--- config.mk ---
export PLATFORM = sky130hd
export DESIGN_NAME = sr_bank_arbiter_flat
export DESIGN_NICKNAME = d
export VERILOG_FILES = /design/src/rtl/sr_bank_arbiter_if.sv /design/src/rtl/sr_bank_arbiter.sv /design/src/flat_wrapper.sv
export SDC_FILE = /design/constraint.sdc
export NUM_CORES = 1
export LEC_CHECK = 0
export ABC_AREA = 1
export BUFFER_PORTS_ARGS = -buffer_cell sky130_fd_sc_hd__buf_2
export CAP_MARGIN = 10
export CELL_PAD_IN_SITES_DETAIL_PLACEMENT = 1
export CELL_PAD_IN_SITES_GLOBAL_PLACEMENT = 2
export CORE_MARGIN = 2
export CORE_UTILIZATION = 31
export CTS_BUF_LIST = sky130_fd_sc_hd__clkbuf_4 sky130_fd_sc_hd__clkbuf_8 sky130_fd_sc_hd__clkbuf_16
export DETAILED_ROUTE_END_ITERATION = 6
export PLACE_DENSITY_LB_ADDON = 0.1
export SYNTH_ARGS = -nofsm -noshare
export SYNTH_HDL_FRONTEND = slang
export SYNTH_SLANG_ARGS = --single-unit
--- constraint.sdc ---
create_clock -name clk -period 4.7 [get_ports clk]
set_input_delay 0.94 -clock clk [delete_from_list [all_inputs] [get_ports clk]]
set_output_delay 0.94 -clock clk [all_outputs]
set_load 0.03 [all_outputs]
--- src/rtl/sr_bank_arbiter_if.sv ---
// Requester/bank bundle for sr_bank_arbiter: command handshake on one side,
// registered SR pulses plus shadow/status on the other.
interface sr_bank_arbiter_if #(
  parameter int NREQ  = 4,
  parameter int NBITS = 8
);
  localparam int IW = $clog2(NBITS);

  logic [NREQ-1:0]    req_valid;
  logic [NREQ-1:0]    req_op;
  logic [NREQ*IW-1:0] req_idx;
  logic               clr_all;
  logic [NREQ-1:0]    req_ready;
  logic [NBITS-1:0]   s_out;
  logic [NBITS-1:0]   r_out;
  logic [NBITS-1:0]   q_shadow;
  logic [15:0]        issue_cnt;
  logic               err_oor;

  modport master (
    output req_valid, req_op, req_idx, clr_all,
    input  req_ready, s_out, r_out, q_shadow, issue_cnt, err_oor
  );

  modport slave (
    input  req_valid, req_op, req_idx, clr_all,
    output req_ready, s_out, r_out, q_shadow, issue_cnt, err_oor
  );
endinterface

--- src/rtl/sr_bank_arbiter.sv ---
// Round-robin scheduler turning requester commands into single-bit s/r pulses
// for an SR flip-flop bank. Optional feature macro: SR_SKIP_REDUNDANT_EN.
module sr_bank_arbiter #(
  parameter int NREQ  = 4,
  parameter int NBITS = 8
) (
  input  logic             clk,
  input  logic             rst,
  sr_bank_arbiter_if.slave bus
);
  localparam int IW = $clog2(NBITS);
  localparam int PW = $clog2(NREQ);

  logic [PW-1:0]    ptr;
  logic [NREQ-1:0]  grant;
  logic [PW-1:0]    gsel;
  logic             gvld;
  logic [IW-1:0]    sel_idx;
  logic             sel_op;
  logic             in_range;
  logic             skip;
  logic [NBITS-1:0] onehot;
  logic [PW-1:0]    ptr_nxt;
  logic [NBITS-1:0] s_q, r_q, q_q;
  logic [15:0]      cnt_q;
  logic             err_q;

  always_comb begin
    int j;
    j    = 0;
    grant = '0;
    gsel  = '0;
    gvld  = 1'b0;
    for (int k = 0; k < NREQ; k++) begin
      j = int'(ptr) + k;
      if (j >= NREQ) j = j - NREQ;
      if (!gvld && bus.req_valid[PW'(j)]) begin
        gvld = 1'b1;
        gsel = PW'(j);
      end
    end
    // clear and reset both suppress any grant
    if (bus.clr_all || !rst) gvld = 1'b0;
    if (gvld) grant[gsel] = 1'b1;
  end

  always_comb begin
    sel_idx = '0;
    sel_op  = 1'b0;
    for (int i = 0; i < NREQ; i++) begin
      if (gsel == PW'(i)) begin
        sel_idx = bus.req_idx[i*IW +: IW];
        sel_op  = bus.req_op[i];
      end
    end
    in_range = {1'b0, sel_idx} < (IW+1)'(NBITS);
    onehot   = NBITS'(1) << sel_idx;
    ptr_nxt  = (gsel == PW'(NREQ-1)) ? '0 : gsel + PW'(1);
`ifdef SR_SKIP_REDUNDANT_EN
    skip = (sel_op == |(q_q & onehot));
`else
    skip = 1'b0;
`endif
  end

  always_ff @(posedge clk or negedge rst) begin
    if (!rst) begin
      ptr   <= '0;
      s_q   <= '0;
      r_q   <= '0;
      q_q   <= '0;
      cnt_q <= '0;
      err_q <= 1'b0;
    end else begin
      // pulses last one cycle unless re-armed below
      s_q <= '0;
      r_q <= '0;
      if (bus.clr_all) begin
        r_q   <= '1;
        q_q   <= '0;
        cnt_q <= cnt_q + 16'd1;
      end else if (gvld) begin
        ptr <= ptr_nxt;
        if (!in_range) begin
          err_q <= 1'b1;
        end else if (!skip) begin
          if (sel_op) begin
            s_q <= onehot;
            q_q <= q_q | onehot;
          end else begin
            r_q <= onehot;
            q_q <= q_q & ~onehot;
          end
          cnt_q <= cnt_q + 16'd1;
        end
      end
    end
  end

  assign bus.req_ready = grant;
  assign bus.s_out     = s_q;
  assign bus.r_out     = r_q;
  assign bus.q_shadow  = q_q;
  assign bus.issue_cnt = cnt_q;
  assign bus.err_oor   = err_q;
endmodule
--- src/flat_wrapper.sv ---
// flat-port wrapper written by rule: the top's interface ports become plain ports
module sr_bank_arbiter_flat 
#(
  parameter int NREQ  = 4,
  parameter int NBITS = 8
)
  (clk, rst, bus_req_valid, bus_req_op, bus_req_idx, bus_clr_all, bus_req_ready, bus_s_out, bus_r_out, bus_q_shadow, bus_issue_cnt, bus_err_oor);
  sr_bank_arbiter_if #(.NREQ(NREQ), .NBITS(NBITS)) bus_i ();
  input  logic clk;
  input  logic rst;
  input wire logic [$bits(bus_i.req_valid)-1:0] bus_req_valid;
  input wire logic [$bits(bus_i.req_op)-1:0] bus_req_op;
  input wire logic [$bits(bus_i.req_idx)-1:0] bus_req_idx;
  input wire logic [$bits(bus_i.clr_all)-1:0] bus_clr_all;
  output wire logic [$bits(bus_i.req_ready)-1:0] bus_req_ready;
  output wire logic [$bits(bus_i.s_out)-1:0] bus_s_out;
  output wire logic [$bits(bus_i.r_out)-1:0] bus_r_out;
  output wire logic [$bits(bus_i.q_shadow)-1:0] bus_q_shadow;
  output wire logic [$bits(bus_i.issue_cnt)-1:0] bus_issue_cnt;
  output wire logic [$bits(bus_i.err_oor)-1:0] bus_err_oor;
  assign bus_i.req_valid = bus_req_valid;
  assign bus_i.req_op = bus_req_op;
  assign bus_i.req_idx = bus_req_idx;
  assign bus_i.clr_all = bus_clr_all;
  assign bus_req_ready = bus_i.req_ready;
  assign bus_s_out = bus_i.s_out;
  assign bus_r_out = bus_i.r_out;
  assign bus_q_shadow = bus_i.q_shadow;
  assign bus_issue_cnt = bus_i.issue_cnt;
  assign bus_err_oor = bus_i.err_oor;
  sr_bank_arbiter #(.NREQ(NREQ), .NBITS(NBITS)) u_core (.clk(clk), .rst(rst), .bus(bus_i));
endmodule
==> metrics.csv <==
metric;value;unit
DIE AREA;8830;sq um
post-CTS resize count;0;
hold_buf cts;0;
Post-DP Area;2910;sq um
CP Data Required Time;3.76;ns
via count;2380;
commonest non-fill, non-tap cell in the layout;nand2_1;
total global-route track usage;0.165;
most frequent cells in the layout;nand2_1 (124), buf_2 (66), dfrtp_1 (42);
Final Wtd Congestion;0.814;
core area;7770;sq um
FF+latch count, synth;42;
Cell Area, Synth;2510;sq um
CTS tree;done;
row cnt;32;
die extent in y;94.0;um
# DRC;0;
Synth Net Count;373;
Pre-antenna DRT Iters;4;
outcome;finished, final reports clean;
syn_area_per_cell;7.28;sq um
total global routing overflow;0;
Max Freq;269;MHz
TritonCTS Buffers;5;
initial antenna violation count;0;
cell count after synthesis;345;
WP data arrival;2.77;ns
final hold viol count;0;
I/O Buffers;66;
fin crit share;0.790;
H-tree depth;2;
Clock Latency Late Sink;0.29;ns
Pins Over Slew Limit;0;
Antenna Cells;0;
Max Root-Sink Buffers;2;
worst slew pin tran;0.714;ns
routed vias/inst;4.62;
root buf cell;clkbuf_8;
Hold WC Path Type;register to register;
Synth top area share;0.419;
largest net degree at the start of global routing;43;
antenna viol nets, final;0;
category of the most critical setup path;input pin to output pin;
layout cells sized above 1;0.235;
routed len/inst;12.9;um
Setup crit start kind;input pin;
Seq/Total Area, Yosys;0.419;
post-CTS setup buffer count;0;
Setup violations, final;0;
Area contributors post-synth;dfrtp_1 (42%), nand2_1 (19%), nand3_1 (7.6%);
unique cell type count in the Yosys netlist;28;
detailed router's first-iteration violation count;73;
final core occ;0.387;
clk sinks;42;
global-route wire length before repair;11.6;mm
Setup crit end kind;output pin;
post-synth top area cell;dfrtp_1;
minimum clock period;3.71;ns
routed wire length;6.65;mm
vias in the first global route;2412;
Ys Warns;0;
max cap viols;0;
Final Cell Area;3000;sq um
Starting Density;0.323;
critical path peak fanout;7;
Area Overhead vs Synth;19.7;%
I/O Pins;68;
Rel. slew slack;0.520;
Chip Width;94.0;um
Final Skew;0.00380;ns
post-route setup TNS;0;ns
clock-pin slew on the worst setup and hold paths;0.08;ns
unrepaired setup endpoints after global routing;false;
dpl hpwl;5.20;mm
final net count;440;
[synth_stat cells]
master	count
a21oi_1	7
buf_2	1
buf_4	1
buf_6	4
clkbuf_1	1
conb_1	1
dfrtp_1	42
ha_1	5
inv_1	35
inv_2	2
inv_4	1
nand2_1	124
nand2_2	3
nand2_4	1
nand3_1	38
nand3_2	1
nand3b_1	2
nand4_1	5
nor2_1	28
nor2_4	1
nor3_1	6
nor4_1	1
o211ai_1	1
o21ai_0	6
o21ai_1	5
o21ai_2	10
or2_2	3
xor2_1	10
[sequential cells by signal, summed over array words and instances, names as in the netlist]
name and cells:
u_core.bus.r_out 8, u_core.bus.s_out 8, u_core.ptr 2, u_core.bus.q_shadow 8
u_core.bus.issue_cnt 16
[worst paths after layout]
path	to	cells after the start	startpoint	slack, ns
min in group asynchronous	u_core.bus.s_out[6]	2	rst	0.76
min	u_core.bus.q_shadow[4]	2	u_core.bus.q_shadow[4]	0.52
min reg2reg	u_core.bus.q_shadow[4]	2	u_core.bus.q_shadow[4]	0.52
max	bus_req_ready[3]	14	bus_req_valid[3]	0.99
max reg2reg	u_core.bus.q_shadow[6]	20	u_core.ptr[0]	1.47
max in group asynchronous	u_core.bus.issue_cnt[9]	2	rst	3.58
[area by class of cell]
| type | instances | area (sq um) |
|---|---|---|
| clock inverter | 3 | 21.3 |
| tap | 102 | 128 |
| clock buffer | 5 | 68.8 |
| sequential | 42 | 1050 |
| timing repair buffer | 67 | 338 |
| inverter | 38 | 145 |
| multi-input combinational | 258 | 1250 |
| fill | 1034 | 4760 |
[per-layer routing]
metal / up-vias / share of wire / track usage
met3: 5 / 0.042 / 0.0265
met1: 1104 / 0.49 / 0.227
met4: 0 / 0.0068 / 0.0362
met5: - / 0 / 0
met2: 48 / 0.46 / 0.272
li1: 1223 / - / -
[cell families after synthesis]
family | after synthesis | synth area share
compound gates | 29 | 0.0738
other cells | 1 | 0.00149
simple gates | 213 | 0.364
buf+inv | 45 | 0.0823
flops | 42 | 0.419
xor+xnor | 10 | 0.0349
fa+ha+maj | 5 | 0.0249
[worst max-delay path, cell delays in order]
cell      delay (ns)
buf_2           0.10
inv_1           0.04
nand2_1         0.05
nand2_1         0.08
nor2_1          0.05
nor2_1          0.23
nand2_1         0.14
o211ai_1        0.17
nand2_1         0.12
inv_1           0.10
ha_1            0.28
inv_1           0.14
nor2_1          0.12
buf_2           0.21
[per-stage QoR]
stage               hold slack [ns]  setup WS, ns  std cells
global route                  0.561         0.737        515
CTS                           0.518         0.956        515
global placement              0.493          1.04        507
floorplan                     0.635          1.20        345
detailed placement            0.494         0.963        507
finish                        0.515         0.988        515
Power is left out: the tool's default activity adds up to more than one toggle a clock period on the data nets, which glitch-free logic cannot reach.
